`src/rtl/sram_dpu_pkg.sv`:
```
// Shared constants for the SRAM data-processing unit: opcodes, FSM encoding,
// command field positions and the debug view of the FSM.
package dpu_pkg;

   localparam int DPU_DATA_W = 32;
   localparam int DPU_ADDR_W = 5;
   localparam int POP_CNT_W  = 6;

   typedef logic [1:0] dpu_op_t;

   localparam dpu_op_t OP_INC    = 2'b00;
   localparam dpu_op_t OP_NOT    = 2'b01;
   localparam dpu_op_t OP_ROTL8  = 2'b10;
   localparam dpu_op_t OP_POPCNT = 2'b11;

   localparam logic [1:0] ST_IDLE   = 2'd0;
   localparam logic [1:0] ST_RD_REQ = 2'd1;
   localparam logic [1:0] ST_EXEC   = 2'd2;
   localparam logic [1:0] ST_WR_REQ = 2'd3;

   // Command byte layout: [7] DPU tag (not checked), [6:5] opcode, [4:0] address
   localparam int CMD_TAG_BIT = 7;
   localparam int CMD_OP_HI   = 6;
   localparam int CMD_OP_LO   = 5;
   localparam int CMD_ADDR_HI = 4;
   localparam int CMD_ADDR_LO = 0;

   typedef struct packed {
      logic [1:0] state;
      logic [7:0] cmd;
   } dpu_dbg_t;

endpackage

```
`src/rtl/sram_dpu_if.sv`:
```
// Command and SRAM-request bus between the SRAM controller and the DPU.
interface sram_dpu_if #(
   parameter int DATA_W = 32,
   parameter int ADDR_W = 5
) ();
   // Handshake: dpu_load_cmd is a one-cycle strobe qualifying nxt_cmd. read_requst
   // and send_request are held until requst_valid is seen; requst_valid is a
   // one-cycle pulse meaning read data valid (read phase) or write done (write phase).
   logic              dpu_load_cmd;
   logic [7:0]        nxt_cmd;
   logic              requst_valid;
   logic [DATA_W-1:0] sram_data_to_dpu;
   logic              read_requst;
   logic              send_request;
   logic [ADDR_W-1:0] sram_addr_from_dpu;
   logic [DATA_W-1:0] sram_data_from_dpu;

   modport master (
      input  dpu_load_cmd, nxt_cmd, requst_valid, sram_data_to_dpu,
      output read_requst, send_request, sram_addr_from_dpu, sram_data_from_dpu
   );

   modport slave (
      output dpu_load_cmd, nxt_cmd, requst_valid, sram_data_to_dpu,
      input  read_requst, send_request, sram_addr_from_dpu, sram_data_from_dpu
   );
endinterface

```
`src/rtl/sram_dpu_popcnt.sv`:
```
// Serial popcount: one bit per cycle over DATA_W cycles; count is valid while done is high.
module dpu_popcnt
   import dpu_pkg::*;
#(
   parameter int DATA_W = 32
) (
   input  logic                 clk,
   input  logic                 rst,
   input  logic                 start,
   input  logic [DATA_W-1:0]    din,
   output logic                 busy,
   output logic                 done,
   output logic [POP_CNT_W-1:0] count
);
   localparam logic [POP_CNT_W-1:0] LAST = POP_CNT_W'(DATA_W - 1);

   logic [DATA_W-1:0]    r_shift;
   logic [POP_CNT_W-1:0] r_cnt;
   logic [POP_CNT_W-1:0] r_acc;
   logic                 r_busy;

   always_ff @(posedge clk) begin
      if (rst) begin
         r_shift <= '0;
         r_cnt   <= '0;
         r_acc   <= '0;
         r_busy  <= 1'b0;
      end else if (start) begin
         r_shift <= din;
         r_cnt   <= '0;
         r_acc   <= '0;
         r_busy  <= 1'b1;
      end else if (r_busy) begin
         r_shift <= r_shift >> 1;
         r_acc   <= r_acc + {{(POP_CNT_W-1){1'b0}}, r_shift[0]};
         r_cnt   <= r_cnt + 1'b1;
         if (r_cnt == LAST) r_busy <= 1'b0;
      end
   end

   // Final total includes the bit being consumed in the last cycle.
   assign busy  = r_busy;
   assign done  = r_busy && (r_cnt == LAST);
   assign count = r_acc + {{(POP_CNT_W-1){1'b0}}, r_shift[0]};

endmodule

```
`src/rtl/sram_dpu.sv`:
```
// Read-modify-write DPU behind the SRAM controller (INC/NOT/ROTL8/POPCNT).
// Optional: define DPU_POPCNT_EN for serial POPCNT; otherwise opcode 11 writes the word back unchanged.
module sram_dpu
   import dpu_pkg::*;
#(
   parameter int DATA_W = DPU_DATA_W,
   parameter int ADDR_W = DPU_ADDR_W
) (
   input  logic      clk,
   input  logic      rst,
   sram_dpu_if.master bus,
   output logic      busy,
   output logic      done,
   output dpu_dbg_t  o_dbg
);
   localparam logic [DATA_W-1:0] ONE = DATA_W'(1);

   logic [1:0]        r_state;
   logic [7:0]        r_cmd;
   logic [DATA_W-1:0] r_data;
   logic [DATA_W-1:0] r_result;
   logic              r_done;

   dpu_op_t           w_op;
   logic [ADDR_W-1:0] w_addr;
   logic [DATA_W-1:0] w_alu;

   assign w_op   = r_cmd[CMD_OP_HI:CMD_OP_LO];
   assign w_addr = r_cmd[CMD_ADDR_HI:CMD_ADDR_LO];

   always_comb begin
      w_alu = r_data;
      case (w_op)
         OP_INC:   w_alu = r_data + ONE;
         OP_NOT:   w_alu = ~r_data;
         OP_ROTL8: w_alu = {r_data[DATA_W-9:0], r_data[DATA_W-1:DATA_W-8]};
         default:  w_alu = r_data;
      endcase
   end

`ifdef DPU_POPCNT_EN
   logic                 w_pop_start;
   logic                 w_pop_busy;
   logic                 w_pop_done;
   logic [POP_CNT_W-1:0] w_pop_count;

   // Popcount loads straight from the read bus so its 32 shifts fill the EXEC window.
   assign w_pop_start = (r_state == ST_RD_REQ) && bus.requst_valid && (w_op == OP_POPCNT);

   dpu_popcnt #(.DATA_W(DATA_W)) u_popcnt (
      .clk   (clk),
      .rst   (rst),
      .start (w_pop_start),
      .din   (bus.sram_data_to_dpu),
      .busy  (w_pop_busy),
      .done  (w_pop_done),
      .count (w_pop_count)
   );
`endif

   always_ff @(posedge clk) begin
      if (rst) begin
         r_state  <= ST_IDLE;
         r_cmd    <= '0;
         r_data   <= '0;
         r_result <= '0;
         r_done   <= 1'b0;
      end else begin
         r_done <= 1'b0;
         case (r_state)
            ST_IDLE: begin
               if (bus.dpu_load_cmd) begin
                  r_cmd   <= bus.nxt_cmd;
                  r_state <= ST_RD_REQ;
               end
            end
            ST_RD_REQ: begin
               if (bus.requst_valid) begin
                  r_data  <= bus.sram_data_to_dpu;
                  r_state <= ST_EXEC;
               end
            end
            ST_EXEC: begin
`ifdef DPU_POPCNT_EN
               if (w_op == OP_POPCNT) begin
                  if (w_pop_busy && w_pop_done) begin
                     r_result <= {{(DATA_W-POP_CNT_W){1'b0}}, w_pop_count};
                     r_state  <= ST_WR_REQ;
                  end
               end else begin
                  r_result <= w_alu;
                  r_state  <= ST_WR_REQ;
               end
`else
               r_result <= w_alu;
               r_state  <= ST_WR_REQ;
`endif
            end
            ST_WR_REQ: begin
               if (bus.requst_valid) begin
                  r_state <= ST_IDLE;
                  r_done  <= 1'b1;
               end
            end
            default: r_state <= ST_IDLE;
         endcase
      end
   end

   // Outputs decode registered state only; address and data are zeroed outside their windows.
   assign bus.read_requst        = (r_state == ST_RD_REQ);
   assign bus.send_request       = (r_state == ST_WR_REQ);
   assign bus.sram_addr_from_dpu = (r_state != ST_IDLE) ? w_addr : '0;
   assign bus.sram_data_from_dpu = (r_state == ST_WR_REQ) ? r_result : '0;
   assign busy                   = (r_state != ST_IDLE);
   assign done                   = r_done;
   assign o_dbg.state            = r_state;
   assign o_dbg.cmd              = r_cmd;

endmodule

```
`src/flat_wrapper.sv`:
```
// flat-port wrapper written by rule: the top's interface ports become plain ports
module sram_dpu_flat import dpu_pkg::*;
#(
   parameter int DATA_W = DPU_DATA_W,
   parameter int ADDR_W = DPU_ADDR_W
)
  (clk, rst, busy, done, o_dbg, bus_dpu_load_cmd, bus_nxt_cmd, bus_requst_valid, bus_sram_data_to_dpu, bus_read_requst, bus_send_request, bus_sram_addr_from_dpu, bus_sram_data_from_dpu);
  sram_dpu_if #(.DATA_W(DATA_W), .ADDR_W(ADDR_W)) bus_i ();
  input  logic clk;
  input  logic rst;
  output logic busy;
  output logic done;
  output dpu_dbg_t o_dbg;
  input wire logic [$bits(bus_i.dpu_load_cmd)-1:0] bus_dpu_load_cmd;
  input wire logic [$bits(bus_i.nxt_cmd)-1:0] bus_nxt_cmd;
  input wire logic [$bits(bus_i.requst_valid)-1:0] bus_requst_valid;
  input wire logic [$bits(bus_i.sram_data_to_dpu)-1:0] bus_sram_data_to_dpu;
  output wire logic [$bits(bus_i.read_requst)-1:0] bus_read_requst;
  output wire logic [$bits(bus_i.send_request)-1:0] bus_send_request;
  output wire logic [$bits(bus_i.sram_addr_from_dpu)-1:0] bus_sram_addr_from_dpu;
  output wire logic [$bits(bus_i.sram_data_from_dpu)-1:0] bus_sram_data_from_dpu;
  assign bus_i.dpu_load_cmd = bus_dpu_load_cmd;
  assign bus_i.nxt_cmd = bus_nxt_cmd;
  assign bus_i.requst_valid = bus_requst_valid;
  assign bus_i.sram_data_to_dpu = bus_sram_data_to_dpu;
  assign bus_read_requst = bus_i.read_requst;
  assign bus_send_request = bus_i.send_request;
  assign bus_sram_addr_from_dpu = bus_i.sram_addr_from_dpu;
  assign bus_sram_data_from_dpu = bus_i.sram_data_from_dpu;
  sram_dpu #(.DATA_W(DATA_W), .ADDR_W(ADDR_W)) u_core (.clk(clk), .rst(rst), .bus(bus_i), .busy(busy), .done(done), .o_dbg(o_dbg));
endmodule
```
`config.mk`:
```
export PLATFORM = sky130hd
export DESIGN_NAME = sram_dpu_flat
export DESIGN_NICKNAME = d
export VERILOG_FILES = /design/src/rtl/sram_dpu_pkg.sv /design/src/rtl/sram_dpu_if.sv /design/src/rtl/sram_dpu_popcnt.sv /design/src/rtl/sram_dpu.sv /design/src/flat_wrapper.sv
export SDC_FILE = /design/constraint.sdc
export NUM_CORES = 1
export LEC_CHECK = 0
export ABC_CLOCK_PERIOD_IN_PS = 3000
export BUFFER_PORTS_ARGS = -buffer_cell sky130_fd_sc_hd__buf_4
export CAP_MARGIN = 20
export CORE_MARGIN = 3
export CORE_UTILIZATION = 30
export DETAILED_ROUTE_END_ITERATION = 10
export PLACE_DENSITY_LB_ADDON = 0.12
export SYNTH_ARGS = -nofsm -noshare
export SYNTH_HDL_FRONTEND = slang
export SYNTH_SLANG_ARGS = --single-unit
```
`constraint.sdc`:
```
create_clock -name clk -period 3 [get_ports clk]
set_input_delay 0.3 -clock clk [delete_from_list [all_inputs] [get_ports clk]]
set_output_delay 0.3 -clock clk [all_outputs]
set_load 0.02 [all_outputs]
```
## After elaboration in Yosys (flattened, before gate mapping)

Cells that the tools add are included.

| word-level totals | value |
|---|---|
| register bits after elaboration | 75 |
| output and inout port bits | 51 |

| operators by class | value |
|---|---|
| $add $sub $neg | 1 |
| eq/ne operators | 8 |
| multiplexer cells | 8 |
| bitwise operators | 2 |
| reductions and logical operators | 7 |

Operator list:

| operator | number |
|---|---|
| 32-bit one-hot mux with 3 select lines | 1 |
| 32-bit by 1-bit adder with 32-bit output, second input constant | 1 |
| 32-bit 2-to-1 mux | 1 |
| 32-bit inverter | 1 |
| 2-bit one-hot mux with 4 select lines | 1 |
| 2-bit == test, second input constant | 3 |
| 2-bit 2-to-1 mux | 3 |
| 2-bit != test, second input constant | 3 |
| 5-bit 2-to-1 mux | 1 |
| 2-bit by 1-bit == test with 1-bit output, second input constant | 2 |
| 2-bit logical NOT | 2 |
| 2-bit AND reduction | 2 |
| 3-bit AND reduction | 1 |
| 2-bit nonzero test | 1 |
| 2-bit OR reduction | 1 |
| 1-bit 2-to-1 mux | 1 |
| 1-bit inverter | 1 |

## Logic depth before layout (Yosys ltp)

| depth | value |
|---|---|
| depth after elaboration | 3 |
| gate-level depth with buffers | 7 |
| gate-level depth less buffers | 7 |

## Least setup slack after synthesis

Ideal clock, no wire load.

| timing | value |
|---|---|
| kind | reg2reg |
| from | reg u_core.r_state[1] |
| to | reg u_core.r_result[26] |
| library setup time | 136 ps |
| arrival time | 1656 ps |
| data required time | 2864 ps |
| setup slack | 1208 ps |
| stages on the path, launching flop included | 7 |
| period minus slack after synthesis | 1792 ps |
| path through | dfxtp_1 > ha_1 > clkbuf_1 > clkbuf_1 > o311ai_0 > o21ai_0 > o32ai_2 |

| between the ends | value |
|---|---|
| cells in the longest elaborated chain, start to end | 1 |

Ends and longest elaborated chain:

| element | line | RTL |
|---|---|---|
| from (decl) | sram_dpu.sv:18 | `logic [1:0] r_state;` |
| from (signal assigned) | sram_dpu.sv:63 | `r_state <= ST_IDLE;` |
| from (signal assigned) | sram_dpu.sv:74 | `r_state <= ST_RD_REQ;` |
| from (signal assigned) | sram_dpu.sv:80 | `r_state <= ST_EXEC;` |
| 2-bit == test | sram_dpu.sv:70 | `case (r_state)` |
| to (signal assigned) | sram_dpu.sv:95 | `r_result <= w_alu;` |
| to (decl) | sram_dpu.sv:21 | `logic [DATA_W-1:0] r_result;` |

No other way between the ends.
A chain may end at the register's enable or synchronous reset.

## Worst setup path after layout

| timing | value |
|---|---|
| from | reg u_core.r_cmd[5] |
| to | reg u_core.r_result[23] |

| between the ends | value |
|---|---|
| cells in the longest elaborated chain, start to end | 2 |

Ends and longest elaborated chain:

| element | line | RTL |
|---|---|---|
| from (decl) | sram_dpu.sv:19 | `logic [7:0] r_cmd;` |
| from (signal assigned) | sram_dpu.sv:73 | `r_cmd <= bus.nxt_cmd;` |
| 2-bit == test, or another cell as far along | sram_dpu.sv:33 | `case (w_op)` |
| 32-bit one-hot mux with 3 select lines * | sram_dpu.sv:33 |  |

Every way passes the cells marked *; elsewhere a longest branch is shown, timed or not.

==> impl_results.md <==
- Run status: finished clean
- Resized cells post-CTS: 0
- First-pass GRT wire length: 25.0 mm
- Placed wire-length estimate: 11.6 mm
- Peak Freq: 433 MHz
- Slew Viols, Final: 0
- Critical Path AT: 2.60 ns
- GRT overflow: 0
- Largest net degree at the start of global routing: 51
- Synth area leaders: dfxtp_1, nand2_1, a21oi_1, and2_1, nor2_1
- Uppermost layer routed: met4
- Wirelength per Cell: 18.8 um
- Synth async-reset ratio: 0%
- Mapped Cells: 600
- IO buf count: 94
- TritonCTS Buffers: 9
- Post-Syn Area: 4520 um^2
- Gr usage total: 19.5%
- DRC: 0
- Setup TNS: 0 ns
- Post-CTS Setup Bufs: 0
- Num ports: 95
- Required time worst endpoint: 3.29 ns
- # rows: 44
- Sequential area share after synthesis: 33.2%
- CP bufs+invs: 1
- Worst-Margin Slew: 0.849 ns
- Vias post-DR: 4574
- WL met1: 7.89 mm
- Slowest cell on the critical path: dfxtp_1
- Non-Filler Instances: 855
- Crit-path max FO: 22
- Die Ht: 129 um
- Min Tclk post-route: 2.31 ns
- Syn_area_per_cell: 7.54 um^2
- Drt pass-1 iters: 5
- Final Cycle Share: 76.9%
- Gp weighted congestion: 0.907
- Vias in the first global route: 4349
- Met2 wire length: 6.96 mm
- Worst Setup End Kind: register
- Synthesis-to-finish area growth: 25.2%
- Pre-CTS setup slack: 0.779 ns
- Hold Crit Class: input port to register
- CP max stage delay: 0.78 ns
- Initial Util: 30.9%
- Setup Viol. Count Final: 0
- Post-synth top flop: dfxtp_1
- Util after Layout: 38.7%
- Critical path class: register to register
- Most frequent cell after synthesis: nand2_1
- Placed insts: 839
- Total die area: 16600 um^2
- Cells along the critical path: buf_12, or2_2, nor2_1, or3_1, a21oi_1, a22o_1
- Switching Share: 40.0%
- Clk slew on worst S/H paths: 0.06 ns
- Post-synth EDFFs: 0
- DRT iter0 DRCs: 442
- Share of layout cells above drive strength 1: 21.9%
- Routed Antenna Nets: 0
- Crit path max-delay family: simple AND/OR/NAND/NOR gates
- Total clock sinks: 75
- Worst Setup Slack, final: 0.693 ns
- Clock tree buffer depth: 2
- Yosys warns: 0
- Max_cap viols: 0
- DR WL met3: 955 um
- Diode count: 0
- Drt total wl: 16.1 mm
- Logic pwr share: 38.1%
- Mapped Nets: 649
- RSZ-0062 raised after global routing: false
- Distinct cell type count after synthesis: 66
- Total power per unit cell area: 742 nW/um^2
- Relative slew slack: 43.3%
- CTS tree: built
- CP Launch Type: register
- Net Switching: 1.68 mW
- Antenna violations before repair: 0
- Clock network power share: 26.7%
- Clock root cell: clkbuf_16
- Clk_lat worst skew: 0.35 ns
- Hold Violations, Final: 0
- #FFs+latches synth: 75
- Int Pwr: 2.52 mW
- Area leader, netlist: dfxtp_1
- Core footprint: 14600 um^2
- Cts hold-fix bufs: 0
- Top post-synthesis cells by count: nand2_1, dfxtp_1, a21oi_1, nor2_1, and2_1
- Via density per instance: 5.35
- H-tree levels: 3
- Top-area cell type share of the netlist area: 33.2%
- Die W: 129 um
- Max VDD drop: 0.336 mV
- Clk_skew: 0.00844 ns
- Leakage power: 2.15 nW
- Fin nets: 715
- Share of power burned in registers: 35.2%
==> power by group through the flow <==
stage                     logic [mW]  registers, mW  clock network, mW
final                           1.60           1.48               1.12
after global routing            1.78           1.51               1.19
after CTS                       1.61           1.48               1.15
after detailed placement        1.60           1.50                  0
after global placement          1.60           1.49                  0
after floorplan                 1.11           1.39                  0
==> sequential cells by signal (all words and copies together), names as in the netlist <==
register	count
u_core.r_data	32
u_core.done	1
u_core.r_state	2
u_core.r_result	32
u_core.r_cmd	8
==> kinds of logic after synthesis <==
family / synth area share, %
xor gates and xnor gates: 2.52
AOI/OAI and AO/OA: 23.0
and+or+nand+nor: 29.6
muxes: 4.26
adders and majority gates: 1.38
buffers and inverters: 5.98
DFF: 33.2
==> stage by stage <==
step	cell area [um^2]	power (mW)	hold slack [ns]
global route	5660	4.48	0.197
floorplan	4520	2.50	0.417
finish	5660	4.20	0.199
detailed placement	5360	3.10	0.435
CTS	5660	4.23	0.188
global placement	5360	3.10	0.437
==> layer usage <==
metal / vias to the layer above / track usage (%)
li1: 2269 / -
met4: 0 / 6.24
met2: 146 / 28.5
met3: 21 / 4.11
met1: 2138 / 28.6
met5: - / 0
==> final cells by class <==
cell class | count | area [um^2]
clock inverters | 4 | 48.8
repair buffers | 110 | 838
inverters | 9 | 33.8
fillers | 1574 | 8980
well taps | 184 | 230
multi-input cells | 461 | 2750
flip-flops and latches | 75 | 1500
clock buffers | 12 | 256
==> tightest hold or removal path, cell delays in order <==
cell and delay [ns]:
buf_4 0.11, nand2_1 0.04, a21oi_1 0.05
==> placed cells by master (no fill, tap or decap), types with 3 or more instances in the layout <==
cell type,instances
nor3_1,11
nor2b_1,8
a21oi_1,65
nand3_1,15
inv_1,8
and4_1,5
or3_1,3
o21ai_0,29
xnor2_1,9
nor4_1,5
o21bai_1,5
nand2_1,104
mux2_2,6
a311oi_1,8
nand4_1,6
and2_1,38
xor2_1,4
mux2i_1,11
clkbuf_16,9
a41oi_1,5
buf_4,109
nand2b_1,3
nor2_1,41
o22ai_1,6
a31oi_1,8
o31ai_1,4
ha_1,5
dfxtp_1,74
a211oi_1,11
nor4b_1,5
==> path summary, 6_finish.rpt <==
check	startpoint	endpoint	slack, ns	cells past startpoint
setup / recovery	u_core.r_cmd[5]$_SDFFE_PP0P_	u_core.r_result[23]$_SDFFE_PP0P_	0.69	6
hold / removal	bus_sram_data_to_dpu[18]	u_core.r_data[18]$_SDFFE_PP0P_	0.20	3
setup reg to reg	u_core.r_cmd[5]$_SDFFE_PP0P_	u_core.r_result[23]$_SDFFE_PP0P_	0.69	6
hold reg to reg	u_core.r_result[29]$_SDFFE_PP0P_	u_core.r_result[29]$_SDFFE_PP0P_	0.44	2
No activity file was read; power rests on OpenSTA's default activity.
